File: config.mk
export PLATFORM = sky130hd
export DESIGN_NAME = accel_spi_reader
export DESIGN_NICKNAME = d
export VERILOG_FILES = /design/src/rtl/accel_spi_pkg.sv /design/src/rtl/spi_shift_engine.sv /design/src/rtl/accel_spi_reader.sv
export SDC_FILE = /design/constraint.sdc
export NUM_CORES = 1
export LEC_CHECK = 0
export BUFFER_PORTS_ARGS = -buffer_cell sky130_fd_sc_hd__buf_2
export CAP_MARGIN = 20
export CORE_MARGIN = 4
export CORE_UTILIZATION = 30
export CTS_CLUSTER_SIZE = 40
export DETAILED_ROUTE_END_ITERATION = 16
export GPL_TIMING_DRIVEN = 0
export PLACE_DENSITY = 0.58
export SLEW_MARGIN = 20
export SYNTH_ARGS = -nofsm -noshare
export SYNTH_HDL_FRONTEND = slang
export SYNTH_SLANG_ARGS = --single-unit
export TNS_END_PERCENT = 1
File: constraint.sdc
create_clock -name clk -period 4.5 [get_ports clk]
set_input_delay 0.675 -clock clk [delete_from_list [all_inputs] [get_ports clk]]
set_output_delay 0.675 -clock clk [all_outputs]
set_load 0.01 [all_outputs]
File: src/rtl/accel_spi_pkg.sv
// accel_spi_pkg: state encoding, command-byte layout and register
// constants shared by the accelerometer SPI reader.
package accel_spi_pkg;

  typedef enum logic [2:0] {
    IDLE,
    INIT_FRAME,
    WAIT_TICK,
    CS_SETUP,
    SHIFT,
    CS_HOLD,
    CS_GAP
  } state_t;

  localparam int R_BIT  = 7;
  localparam int MB_BIT = 6;

  localparam logic [7:0] ADDR_DATAX0       = 8'h32;
  localparam logic [7:0] ADDR_POWER_CTL    = 8'h2D;
  localparam logic [7:0] POWER_CTL_MEASURE = 8'h08;

  // Reads are multi-byte, writes single-byte, so MB follows R.
  function automatic logic [7:0] cmd_byte(
    input logic       rd,
    input logic [5:0] addr
  );
    logic [7:0] c;
    c         = {2'b00, addr};
    c[R_BIT]  = rd;
    c[MB_BIT] = rd;
    return c;
  endfunction

  function automatic logic in_frame(input state_t s);
    return s inside {INIT_FRAME, CS_SETUP, SHIFT, CS_HOLD};
  endfunction

endpackage

File: src/rtl/spi_shift_engine.sv
// spi_shift_engine: generic mode-3 shifter, MSB first, runtime bit count,
// SCLK half-period of CLK_DIV clocks; done is high in the final cycle.
module spi_shift_engine #(
  parameter int N       = 24,
  parameter int CLK_DIV = 25
) (
  input  logic                   clk,
  input  logic                   reset,
  input  logic                   start,
  input  logic [$clog2(N+1)-1:0] bits,
  input  logic [N-1:0]           tx,
  output logic [N-1:0]           rx,
  output logic                   done,
  output logic                   sclk,
  output logic                   mosi,
  input  logic                   miso
);

  localparam int BW = $clog2(N + 1);
  localparam int DW = $clog2(CLK_DIV + 1);

  logic          run;
  logic [DW-1:0] div;
  logic [BW-1:0] left;
  logic [N-1:0]  sreg;
  logic          half_end;

  assign half_end = run && (div == DW'(CLK_DIV - 1));
  assign done     = half_end && sclk && (left == '0);

  // start drives the first falling edge on the same clock edge.
  always_ff @(posedge clk or posedge reset) begin
    if (reset) begin
      run  <= 1'b0;
      div  <= '0;
      left <= '0;
      sreg <= '0;
      rx   <= '0;
      sclk <= 1'b1;
      mosi <= 1'b1;
    end else if (start) begin
      run  <= 1'b1;
      div  <= '0;
      left <= bits - 1'b1;
      sreg <= {tx[N-2:0], 1'b1};
      sclk <= 1'b0;
      mosi <= tx[N-1];
    end else if (half_end) begin
      div <= '0;
      if (!sclk) begin
        sclk <= 1'b1;
        rx   <= {rx[N-2:0], miso};
      end else if (left == '0) begin
        run  <= 1'b0;
        mosi <= 1'b1;
      end else begin
        sclk <= 1'b0;
        mosi <= sreg[N-1];
        sreg <= {sreg[N-2:0], 1'b1};
        left <= left - 1'b1;
      end
    end else if (run) begin
      div <= div + 1'b1;
    end
  end

endmodule

File: src/rtl/accel_spi_reader.sv
// accel_spi_reader: periodic mode-3 SPI read of one accelerometer axis.
// Define ACCEL_INIT_EN to issue one config write after every reset.
module accel_spi_reader
  import accel_spi_pkg::*;
#(
  parameter int         WIDTH         = 32,
  parameter int         CLK_DIV       = 25,
  parameter int         SAMPLE_PERIOD = 50000,
  parameter logic [7:0] DATA_ADDR     = ADDR_DATAX0,
  parameter logic [7:0] INIT_ADDR     = ADDR_POWER_CTL,
  parameter logic [7:0] INIT_DATA     = POWER_CTL_MEASURE
) (
  input  logic             clk,
  input  logic             reset,
  input  logic             enable,
  output logic             spi_sclk,
  output logic             spi_cs_n,
  output logic             spi_mosi,
  input  logic             spi_miso,
  output logic [WIDTH-1:0] sample_out,
  output logic             sample_valid,
  output logic             busy,
  output logic             overrun
);

  localparam int FB = 24;
  localparam int BW = $clog2(FB + 1);
  localparam int DW = $clog2(CLK_DIV + 1);
  localparam int TW = $clog2(SAMPLE_PERIOD + 1);

  state_t        state, state_n;
  logic [DW-1:0] cnt;
  logic [TW-1:0] tcnt;
  logic          tick, cnt_last, start, done, wr, rd_end;
  logic [BW-1:0] bits;
  logic [FB-1:0] tx, rx;

  assign tick     = enable && (tcnt == TW'(SAMPLE_PERIOD - 1));
  assign cnt_last = (cnt == DW'(CLK_DIV - 1));
  assign rd_end   = (state == CS_HOLD) && (state_n == CS_GAP) && !wr;

  always_ff @(posedge clk or posedge reset) begin
    if (reset) begin
      tcnt <= '0;
    end else if (!enable || tcnt == TW'(SAMPLE_PERIOD - 1)) begin
      tcnt <= '0;
    end else begin
      tcnt <= tcnt + 1'b1;
    end
  end

  always_ff @(posedge clk or posedge reset) begin
    if (reset) begin
      state <= IDLE;
      cnt   <= '0;
    end else begin
      state <= state_n;
      cnt   <= (state_n != state) ? '0 : cnt + 1'b1;
    end
  end

  always_comb begin
    state_n = state;
    start   = 1'b0;
    bits    = BW'(FB);
    tx      = {cmd_byte(1'b1, DATA_ADDR[5:0]), 16'hFFFF};
    unique case (state)
`ifdef ACCEL_INIT_EN
      IDLE: state_n = INIT_FRAME;
      INIT_FRAME: begin
        bits = BW'(16);
        tx   = {cmd_byte(1'b0, INIT_ADDR[5:0]), INIT_DATA, 8'hFF};
        if (cnt_last) begin
          start   = 1'b1;
          state_n = SHIFT;
        end
      end
`else
      IDLE: state_n = WAIT_TICK;
`endif
      WAIT_TICK: if (tick) state_n = CS_SETUP;
      CS_SETUP: begin
        if (cnt_last) begin
          start   = 1'b1;
          state_n = SHIFT;
        end
      end
      SHIFT:   if (done) state_n = CS_HOLD;
      CS_HOLD: if (cnt_last) state_n = CS_GAP;
      CS_GAP:  if (cnt_last) state_n = WAIT_TICK;
      default: state_n = IDLE;
    endcase
  end

`ifdef ACCEL_INIT_EN
  always_ff @(posedge clk or posedge reset) begin
    if (reset) begin
      wr <= 1'b0;
    end else if (state_n == INIT_FRAME) begin
      wr <= 1'b1;
    end else if (state_n == CS_SETUP) begin
      wr <= 1'b0;
    end
  end
`else
  assign wr = 1'b0;
`endif

  // Low byte arrives first, so it sits above the high byte in rx.
  always_ff @(posedge clk or posedge reset) begin
    if (reset) begin
      spi_cs_n     <= 1'b1;
      busy         <= 1'b0;
      sample_valid <= 1'b0;
      sample_out   <= '0;
      overrun      <= 1'b0;
    end else begin
      spi_cs_n     <= !in_frame(state_n);
      busy         <= in_frame(state_n) || in_frame(state);
      sample_valid <= rd_end;
      if (rd_end) begin
        sample_out <= WIDTH'($signed({rx[7:0], rx[15:8]}));
      end
      if (tick && busy) begin
        overrun <= 1'b1;
      end
    end
  end

  spi_shift_engine #(
    .N      (FB),
    .CLK_DIV(CLK_DIV)
  ) u_shift (
    .clk  (clk),
    .reset(reset),
    .start(start),
    .bits (bits),
    .tx   (tx),
    .rx   (rx),
    .done (done),
    .sclk (spi_sclk),
    .mosi (spi_mosi),
    .miso (spi_miso)
  );

endmodule

# == After elaboration in Yosys (flattened, before gate mapping) ==
# Index checks and enable logic that the tools add are counted.
# classes
add_sub_neg,4
mul,0
div_mod_pow,0
order_cmp,0
eq_ne,16
shifts,0
muxes,33
bitwise,2
reduce_logical,22
# ops
op,count
$mux 24,4
$mux 5,8
$eq 3x3->1 const B,6
$pmux 3 s6,1
$add 16x1->16 const B,1
$eq 16x16->1 const B,1
$mux 16,1
$mux 3,5
$mux 1,14
$add 5x1->5 const B,2
$eq 5x5->1 const B,2
$eq 3x2->1 const B,3
$reduce_and 3->1,3
$reduce_bool 4->1,2
$eq 3x1->1 const B,2
$logic_and 1x1->1,6
$reduce_bool 2->1,3
$logic_not 5->1,1
$sub 5x1->5 const B,1
$logic_not 3->1,1
$ne 3x3->1,1
$reduce_bool 3->1,1
$logic_not 1->1,2
$logic_or 1x1->1,2
other kinds (3),4
# totals
register_bits,97
latchBits,0
ram_bits,0
mem_bits_ro,0
inputBits,4
output_inout_bits,38
word_cells,92
memories,0

# == Longest topological paths before layout ==
# Gate-level depths: netlist of the first run.
# depth
depth_word,9
mapped_depth,9

# == Hierarchy ==
# A second synthesis of the first run with hierarchy kept.
# hier_totals
hier_cells,485
area_unflattened_um2,5007.3
# modules_own_cells
mod,n_inst,cells_each,area_per_inst_um2,seq_area_each_um2
spi_shift_engine,1,267,2910.3,1529.0
accel_spi_reader,1,218,2097.0,1102.3

# == Worst setup path before layout of the first run ==
# No wires, ideal clock.
# synth_timing
kind,register to register
from,reg u_shift.div[0]
to,reg u_shift.rx[0]
setup_ps,125
arrival_time_ps,1843
setup_slack_ps,2532
stages_incl_launch_ff,10
path_cell_list,dfrtp_1 inv_1 ha_1 and4b_1 buf_6 nand2_4 or3_1 buf_6 buf_12 mux2_4
# synth_via
elab_chain_cells,3
# synth_lines
item,line_no,source
from (decl),spi_shift_engine.sv:23,logic [DW-1:0] div;
from (signal assigned),spi_shift_engine.sv:63,div <= div + 1'b1;
$eq 5x5->1,spi_shift_engine.sv:28,assign half_end = run && (div == DW'(CLK_DIV - 1));
$logic_and 1x1->1,spi_shift_engine.sv:28,
$reduce_and 3->1 (no line),n/a,
to (signal assigned),spi_shift_engine.sv:52,"rx <= {rx[N-2:0], miso};"
to (decl),spi_shift_engine.sv:12,"output logic [N-1:0] rx,"
# No other way between the ends.
# A chain may end at the register's enable or synchronous reset.

# == Worst setup path after layout of the first run ==
# layout_timing
from,reg cnt[0]
to,reg u_shift.rx[7]
# layout_via
elab_chain_cells,5
# layout_lines
item,line_no,source
from (decl),accel_spi_reader.sv:32,logic [DW-1:0] cnt;
from (signal assigned),accel_spi_reader.sv:58,cnt <= (state_n != state) ? '0 : cnt + 1'b1;
$eq 5x5->1,accel_spi_reader.sv:39,assign cnt_last = (cnt == DW'(CLK_DIV - 1));
$mux 1,accel_spi_reader.sv:83,if (cnt_last) begin
$mux 1,accel_spi_reader.sv:67,unique case (state)
$not 1->1 (no line),n/a,
$reduce_and 3->1 (no line),n/a,
# No other way between the ends.

==> run_results.csv, run 1 <==
group,metric,value,unit
worst_setup_path,reg2reg_setup_slack,2.21,ns
yosys,synth_edf_count,0,
yosys,ys_top_cells_by_count,"dfrtp_1, nand2_1, nand3_1",
worst_setup_path,worstPathArrival,2.52,ns
timing,finalCritPeriodShare,50.9,%
yosys,postSynthAreaPerCell,11.0,um2
worst_setup_path,reg2reg_depth,8,
worst_setup_path,worstSetupEndpointType,"register",
worst_setup_path,startpoint_type,"register",
timing,hold_viol,0,
global_routing,grt-ovfl-total,0,
cells_and_area,syn_to_final_growth,17.6,%
cells_and_area,ff_latch_area,2430,um2
floorplan,floorplan.initialDensity,30.8,%
cts,htree_num_levels,3,
worst_setup_path,path_buf_inv,3,
cts,postCtsHoldBufs,0,
cts,numClockSinks,97,
power_and_ir_drop,peakVddDrop,200,uV
yosys,synth-seq-cells,97,
timing,fmax,437,MHz
global_routing,grt_pass1_vias,3021,
timing,relSlewSlack,47.7,%
power_and_ir_drop,swShare,21.0,%
worst_setup_path,worstPathMaxFanout,10,
drt,drt-initial-drc-count,192,
timing,clock_skew,0.0123,ns
worst_setup_path,critPathSlowestCell,"nor3_2",
drt,dr.pass1.iters,4,
placement,gp_congestion,0.795,
yosys,synth-async-reset-ratio,100,%
timing,slew_viol_final,0,
cells_and_area,multi_input_area,1780,um2
worst_setup_path,r2r-start,"cnt[0]",
yosys,ys_warn_count,0,
timing,whs,0.318,ns
worst_setup_path,path_delay_family,"simple AND/OR/NAND/NOR gates",
floorplan,placementRows,44,
cts,clk_pin_slew,0.07,ns
power_and_ir_drop,comb_power_share,1.6,%
timing,rsz0062_at_grt,"no",
yosys,yosysTopAreaCell,"dfrtp_1",
power_and_ir_drop,p_sw,364,uW
worst_setup_path,worst_ep_required_time,4.73,ns
cells_and_area,drive_above_1_share,27.0,%
yosys,seq_area_frac_synth,54.2,%
power_and_ir_drop,intPower,1.37,mW
worst_setup_path,r2r-end,"u_shift.rx[7]",
global_routing,grt_pass1_wl,14500,um
power_and_ir_drop,power_leakage,2.66,nW
cts,cts_buffers,9,
yosys,synth.distinct_cells,50,
worst_setup_path,criticalPathCategory,"reg -> reg",
cts,cts-root-buf,"clkbuf_16",
global_routing,grtUsageTotal,10.6,%
floorplan,die_height,130,um
drt,antenna_left,0,
drt,routed_wl,8330,um
floorplan,die_w,130,um
yosys,synth_top_area_share,52.4,%
timing,setup_viol,0,
yosys,synth.net_count,420,
power_and_ir_drop,power.share.clock,47.9,%
floorplan,io_pins,42,
power_and_ir_drop,seqPwrFrac,50.5,%
timing,finalSetupTns,0,ns
global_routing,antenna_found_initial,0,
global_routing,grt_max_degree,61,
cts,cts_tree,"done",
power_and_ir_drop,power.density,329,nW/um2
drt,via_count,3051,
worst_setup_path,critPathMaxStageDelay,0.48,ns
min_path,hold_path_class,"in -> async",
cells_and_area,nets,473,
yosys,yosys-top-cells-area,"dfrtp_1, nand2_1, mux2_2, mux2_4, nand3_1",
cts,cts.path.max_buffers,2,
cts,cts_setup_buffers,0,
cts,cts_resized,0,
drt,via_per_inst,4.69,
job,maxCapViolations,0,
yosys,synth_ff_type,"dfrtp_1",
floorplan,coreArea,14600,um2
status,outcome,"finished, final reports clean",
cts,insertion_delay,0.35,ns
cells_and_area,nFillCells,1404,
yosys,syn-instance-count,409,
drt,wl_per_cell,12.8,um
cells_and_area,n_antenna_cell,0,
yosys,synth_area,4490,um2
timing,worstMarginPinSlew,0.774,ns
floorplan,die-area,17000,um2
placement,portBuffers,41,
worst_setup_path,path_cells,"inv_1, ha_1, nand4b_2, nor3_2, or3_1, buf_6, buf_12, mux2_4",
drt,drcViolationCount,0,
timing,min_period,2.29,ns
placement,dpl.hpwl,5730,um
yosys,synth_most_common_cell,"dfrtp_1",
## stage by stage
stage	instance area, um2	setup WS (ns)	cells	total power, mW	util (%)
floorplan	4490	1.30	409	0.911	-
global placement	4920	0.162	634	0.919	33.8
detailed placement	4960	2.22	635	0.923	34.0
CTS	5280	2.20	651	1.77	36.2
global route	5280	1.97	651	1.81	36.2
finish	5280	2.21	651	1.74	36.2
## cells in the final DEF, fill, tap and decap left out, types with 3 or more instances in the layout
cell        n
dfrtp_1    94
nand2_1    66
buf_2      43
nand3_1    30
nor2_1     25
mux2_2     22
buf_4      17
xnor2_1    15
clkbuf_1   11
inv_1      11
mux2_4     10
nand4_1     9
clkbuf_16   9
nor3_1      8
xor2_1      8
a21oi_1     7
ha_1        7
nor4_1      5
a211oi_1    5
o21ai_0     4
o31ai_1     4
inv_6       4
and4b_1     3
nor4b_1     3
dfstp_2     3
## routing by layer
| metal | track usage [%] | vias to the layer above | part of all wire (%) |
|---|---|---|---|
| met3 | 2.54 | 7 | 6.0 |
| met2 | 16.5 | 56 | 46 |
| li1 | - | 1499 | - |
| met1 | 13.8 | 1489 | 48 |
| met5 | 0 | - | 0 |
| met4 | 5.20 | 0 | 0.61 |
## flip-flops by register name, indices dropped and copies added, names as in the netlist, 3 cells and up
register,flops
u_shift.sreg,24
sample_out,16
tcnt,16
u_shift.rx,16
cnt,5
u_shift.div,5
u_shift.left,5
state,3
## cell families after synthesis
logic type | count (synthesis) | share of synthesized area, %
and+or+nand+nor | 172 | 19.4
DFF | 97 | 54.2
buffers and inverters | 46 | 6.24
muxes | 33 | 9.09
AOI/OAI and AO/OA | 31 | 4.68
xor gates and xnor gates | 23 | 4.49
adders and majority gates | 7 | 1.95
## power by group through the flow
stage	Sequential (mW)	Combinational, mW	Clock (mW)
after global placement	0.893	0.0254	0
after floorplan	0.893	0.0177	0
after global routing	0.877	0.0339	0.901
after detailed placement	0.893	0.0300	0
after CTS	0.876	0.0302	0.862
final	0.877	0.0279	0.832
## layout make-up
class / count / area share, %
plain buffers: 34 / 4.45
clock inverters: 7 / 1.87
clock buffers: 9 / 4.26
inverters: 12 / 0.948
repair buffers: 42 / 4.41
flip-flops and latches: 97 / 46.0
multi-input cells: 266 / 33.7
well taps: 184 / 4.36
## how the worst max path moves through the flow
stage                          startpoint               end  slack, ns  cells after the start
after floorplan                     reset              busy       1.30                      1
after CTS                          cnt[0]     u_shift.rx[0]       2.20                      8
after global routing      u_shift.left[1]  u_shift.sreg[10]       1.97                      7
after global placement              reset     sample_out[3]       0.16                      2
final                              cnt[0]     u_shift.rx[7]       2.21                      8
after detailed placement           cnt[0]     u_shift.rx[0]       2.22                      8
Power figures use the tool's default switching activity.
==> run 2: changes to the inputs <==
- PLACE_DENSITY: 0.58 -> 0.6
- clock period: 4.5 -> 2.1 ns (I/O delays scaled with it)
==> run 2 against run 1 <==
Count of clock-buffer cells in the layout grew 2. Fmax is 11% higher. Sequential power grew 110%. Hold slack got worse by 0.23 ns. Utilization grew 0.96 points. Register-to-register slack worse by 2.2 ns. Global-route usage rose by 0.064 points. Clock power up 120%. Design area is 2.7% higher. Combinational power grew 130%. Clock skew shrank 0.0051 ns. Critical path depth up 1.
==> run_results.csv, run 2 (synthesis results as in run 1) <==
group,metric,value,unit
worst_setup_path,worstPathMaxFanout,10,
timing,fmax,485,MHz
cts,numClockSinks,97,
cells_and_area,utilization,37.2,%
drt,dr.pass1.iters,5,
power_and_ir_drop,peakVddDrop,380,uV
drt,wl_per_cell,12.9,um
drt,drt-initial-drc-count,259,
cells_and_area,syn_to_final_growth,20.8,%
timing,clock_skew,0.00717,ns
timing,rsz0062_at_grt,"yes",
timing,finalCritPeriodShare,98.1,%
placement,dp.cells,636,
timing,worstMarginPinSlew,0.739,ns
cells_and_area,n_antenna_cell,0,
status,outcome,"finished, final reports clean",
cts,cts_buffers,9,
cells_and_area,ff_latch_area,2430,um2
drt,antenna_left,0,
global_routing,grt_max_degree,36,
timing,setup_viol,0,
worst_setup_path,startpoint_type,"register",
drt,via_per_inst,4.71,
timing,hold_viol,0,
placement,gp_congestion,0.737,
placement,dpl.hpwl,5830,um
floorplan,die_height,130,um
drt,routed_wl,8460,um
timing,slew_viol_final,0,
floorplan,coreArea,14600,um2
cts,cts_tree,"done",
global_routing,grt_pass1_wl,14600,um
cells_and_area,stdcell_area,5420,um2
floorplan,die_w,130,um
cells_and_area,final_cells,658,
worst_setup_path,worst_ep_required_time,2.33,ns
global_routing,grt_pass1_vias,2977,
placement,portBuffers,41,
global_routing,grt-ovfl-total,0,
drt,via_count,3100,
cells_and_area,nFillCells,1401,
cts,cts.path.max_buffers,2,
cts,postCtsHoldBufs,0,
cells_and_area,final_cell_mix,"dfrtp_1, nand2_1, buf_2",
timing,min_period,2.06,ns
worst_setup_path,worstPathArrival,2.29,ns
cells_and_area,largest_reg_flops,24,
cells_and_area,drive_above_1_share,30.2,%
floorplan,die-area,17000,um2
worst_setup_path,criticalPathCategory,"reg -> reg",
cts,insertion_delay,0.35,ns
cells_and_area,layout_commonest_cell,"dfrtp_1",
timing,relSlewSlack,50.6,%
cells_and_area,multi_input_area,1850,um2
cts,htree_num_levels,3,
worst_setup_path,worstSetupEndpointType,"register",
power_and_ir_drop,power_leakage,2.75,nW
min_path,hold_path_class,"in -> async",
cells_and_area,top_register,"u_shift.sreg",
cells_and_area,nets,480,
power_and_ir_drop,power.density,688,nW/um2
floorplan,floorplan.initialDensity,30.8,%
global_routing,antenna_found_initial,0,
global_routing,grtUsageTotal,10.7,%
cts,cts-root-buf,"clkbuf_16",
worst_setup_path,reg2reg_setup_slack,0.04,ns
cts,clk_pin_slew,0.07,ns
floorplan,placementRows,44,
power_and_ir_drop,total_power,3.73,mW
job,maxCapViolations,0,
floorplan,io_pins,42,
drt,drcViolationCount,0,
placement,place_area,4970,um2
## run 2: final timing paths
kind	from	endpoint	depth (start not counted)
min reg2reg	overrun	overrun	1
max in group asynchronous	reset	spi_cs_n	3
min in group clk	spi_miso	u_shift.rx[0]	2
max reg2reg	u_shift.div[0]	u_shift.rx[3]	9
max	u_shift.div[0]	u_shift.rx[3]	9
min	reset	u_shift.sreg[18]	2
## run 2: what timing repair did
item                       in CTS  in global routing
setup endpoints to repair      53                 56
setup buffers                   0                  6
resized for setup               6                 15
pin swaps                       2                  4
hold endpoints to repair        0                  0
## run 2: metal layers
layer	wire, um	track usage, %	vias up
met5	0	0	-
met3	600	3.68	13
met4	145	3.93	0
met2	3840	16.3	74
li1	-	-	1511
met1	3880	14.1	1502
## run 2: layout make-up
cell class              count  area share, %
plain buffers              34           4.55
clock inverters             5           1.57
multi-input cells         266           34.1
clock buffers              11           4.48
flip-flops and latches     97           44.8
repair buffers             49           5.35
well taps                 184           4.25
inverters                  12          0.900
## run 2: critical path, stage by stage, from the launching register on
cell and delay, ns:
dfrtp_1 0.41, inv_1 0.07, ha_2 0.18, and4b_1 0.21, buf_6 0.12, nand2_4 0.04
or3_4 0.32, buf_6 0.15, buf_12 0.14, mux2_4 0.29
## run 2: report_power, final
| group | internal (mW) | switching, mW |
|---|---|---|
| logic | 0.0165 | 0.0467 |
| registers | 1.87 | 0.00561 |
| clock network | 1.08 | 0.704 |
## run 2: per-stage QoR
step,worst slack [ns],hold slack (ns),TNS (ns)
after floorplan,0.132,0.439,0
after global placement,-0.156,0.438,-3.17
after detailed placement,-0.203,0.442,-4.90
after CTS,-0.0202,0.113,-0.171
after global routing,-0.0352,0.143,-0.458
final,0.0393,0.0907,0
==> run 3: changes to the inputs <==
- CAP_MARGIN: 20 -> 40
- PLACE_DENSITY: 0.6 -> 0.49
==> run 3 against run 2 <==
The run now ends with setup timing left. Via count fell by 0.87%. Fmax shrank 2.3%. Power is 1.8% lower. Global-route usage up 0.47 points. Clock power is 4% lower. First-iteration DRC count fell by 27%. Critical endpoint is now u_shift.rx[1]. Largest cell class unchanged. Largest power group unchanged.
==> run_results.csv, run 3 (synthesis results as in run 1) <==
group,metric,value,unit
status,outcome,"finished with violations",
status,violations,"setup timing",
global_routing,antenna_found_initial,0,
cts,htree_num_levels,3,
global_routing,grt_max_degree,33,
drt,routed_wl,8850,um
cells_and_area,n_antenna_cell,0,
worst_setup_path,reg2reg_setup_slack,-0.01,ns
timing,relSlewSlack,64.9,%
drt,via_per_inst,4.66,
cts,numClockSinks,97,
cells_and_area,largest_reg_flops,24,
global_routing,grt_pass1_vias,3002,
min_path,hold_path_class,"in -> reg",
cells_and_area,final_cell_mix,"dfrtp_1, nand2_1, buf_2",
cts,cts_buffers,9,
timing,finalSetupTns,-0.0511,ns
global_routing,grt_busiest_layer,"met2",
drt,wl_per_cell,13.4,um
cells_and_area,top_register,"u_shift.sreg",
power_and_ir_drop,p_sw,778,uW
worst_setup_path,worst_ep_required_time,2.33,ns
floorplan,placementRows,44,
placement,portBuffers,41,
timing,clock_skew,0.00982,ns
job,maxCapViolations,0,
power_and_ir_drop,power.density,678,nW/um2
power_and_ir_drop,power.share.clock,46.8,%
power_and_ir_drop,seqPwrFrac,51.3,%
placement,dp.cells,637,
floorplan,die_height,130,um
cts,clk_pin_slew,0.07,ns
cts,insertion_delay,0.35,ns
floorplan,coreArea,14600,um2
cts,cts-root-buf,"clkbuf_16",
drt,antenna_left,0,
worst_setup_path,criticalPathCategory,"reg -> reg",
global_routing,grtUsageTotal,11.1,%
drt,dr.pass1.iters,4,
cells_and_area,nFillCells,1424,
floorplan,die-area,17000,um2
cells_and_area,stdcell_area,5400,um2
floorplan,io_pins,42,
worst_setup_path,endpoint,"u_shift.rx[1]",
worst_setup_path,worstPathMaxFanout,10,
power_and_ir_drop,intPower,2.89,mW
drt,via_count,3073,
timing,fmax,474,MHz
timing,min_period,2.11,ns
placement,gp_congestion,0.760,
timing,setup_viol,10,
worst_setup_path,reg2reg_depth,9,
placement,dp_slack,-0.189,ns
global_routing,grt-ovfl-total,0,
cells_and_area,multi_input_area,1820,um2
cts,cts_tree,"done",
worst_setup_path,r2r-start,"u_shift.div[0]",
timing,finalCritPeriodShare,100,%
power_and_ir_drop,peakVddDrop,405,uV
worst_setup_path,cp-startpoint,"u_shift.div[0]",
timing,slew_viol_final,0,
global_routing,grt_use_met1,14.4,%
power_and_ir_drop,power_leakage,2.74,nW
cells_and_area,drive_above_1_share,30.5,%
worst_setup_path,worstPathArrival,2.34,ns
cells_and_area,syn_to_final_growth,20.3,%
power_and_ir_drop,comb_power_share,1.9,%
cells_and_area,ff_latch_area,2430,um2
placement,dpl.hpwl,6020,um
cts,cts.path.max_buffers,2,
drt,drt-initial-drc-count,190,
power_and_ir_drop,swShare,21.2,%
cells_and_area,final_cells,659,
cells_and_area,layout_commonest_cell,"dfrtp_1",
timing,worstMarginPinSlew,0.524,ns
placement,place_area,4990,um2
global_routing,use_met3,2.82,%
floorplan,die_w,130,um
global_routing,grt_pass1_wl,14900,um
cells_and_area,nets,481,
worst_setup_path,worstSetupEndpointType,"register",
timing,rsz0062_at_grt,"yes",
timing,hold_viol,0,
floorplan,floorplan.initialDensity,30.8,%
drt,drcViolationCount,0,
worst_setup_path,r2r-end,"u_shift.rx[1]",
global_routing,grtUsageMet2,17.0,%
worst_setup_path,startpoint_type,"register",
timing,fin_ws,-0.00963,ns
-- run 3: cell types whose count changed in the layout (fill, tap and decap cells not counted), sizes merged --
cell,previous run,this run
buf,70,69
bufinv,2,1
clkbuf,24,26
clkinv,0,1
dlygate4sd3,0,1
inv,13,12
-- run 3: final cells by class --
class / instances / area share (%)
tap: 184 / 4.26
sequential: 97 / 45.0
timing repair buffer: 50 / 5.79
multi-input combinational: 266 / 33.7
clock inverter: 4 / 0.950
buffer: 34 / 4.65
inverter: 12 / 0.903
clock buffer: 12 / 4.75
-- run 3: worst min path at each step --
stage,start,endpoint,slack [ns],depth (start not counted)
finish,spi_miso,u_shift.rx[0],0.20,2
CTS,spi_miso,u_shift.rx[0],0.19,2
global route,spi_miso,u_shift.rx[0],0.20,2
global placement,overrun,overrun,0.45,1
floorplan,u_shift.sreg[0],u_shift.sreg[0],0.44,1
detailed placement,reset,sample_out[4],0.33,2
-- run 3: power by group through the flow --
stage | Combinational, mW | Clock, mW | Sequential (mW)
global placement | 0.0565 | 0 | 1.91
CTS | 0.0748 | 1.76 | 1.88
global route | 0.0822 | 1.81 | 1.88
detailed placement | 0.0722 | 0 | 1.91
finish | 0.0698 | 1.72 | 1.88
floorplan | 0.0384 | 0 | 1.91
-- run 3: routing by layer --
metal	wire (um)	up-vias	share of wire, %
li1	-	1519	-
met1	4310	1480	49
met2	3930	64	44
met5	0	-	0
met4	184	0	2.1
met3	430	10	4.9
-- run 3: metrics by stage --
stage | hold slack, ns | utilization [%] | power [mW]
2_1_floorplan | 0.439 | - | 1.95
3_3_place_gp | 0.451 | 33.8 | 1.97
3_5_place_dp | 0.332 | 34.2 | 1.99
4_1_cts | 0.194 | 36.6 | 3.71
5_1_grt | 0.199 | 37.0 | 3.78
6_report | 0.205 | 37.0 | 3.66
-- run 3: critical path, stage by stage, from the launching register on --
cell and delay (ns):
dfrtp_1 0.41, inv_1 0.07, ha_2 0.17, and4b_1 0.21, buf_6 0.15, nand2_4 0.05, or3_4 0.33, buf_6 0.15
buf_12 0.15, mux2_4 0.29
-- run 3: timing repair --
action | 4_1_cts | 5_1_grt
pin swaps | 2 | 2
gates resized for setup | 7 | 14
hold buffers | 1 | 0
setup endpoints to repair | 60 | 60
gates cloned | 0 | 0
endpoints found under the hold margin | 16 | 0
buffers inserted | 0 | 5
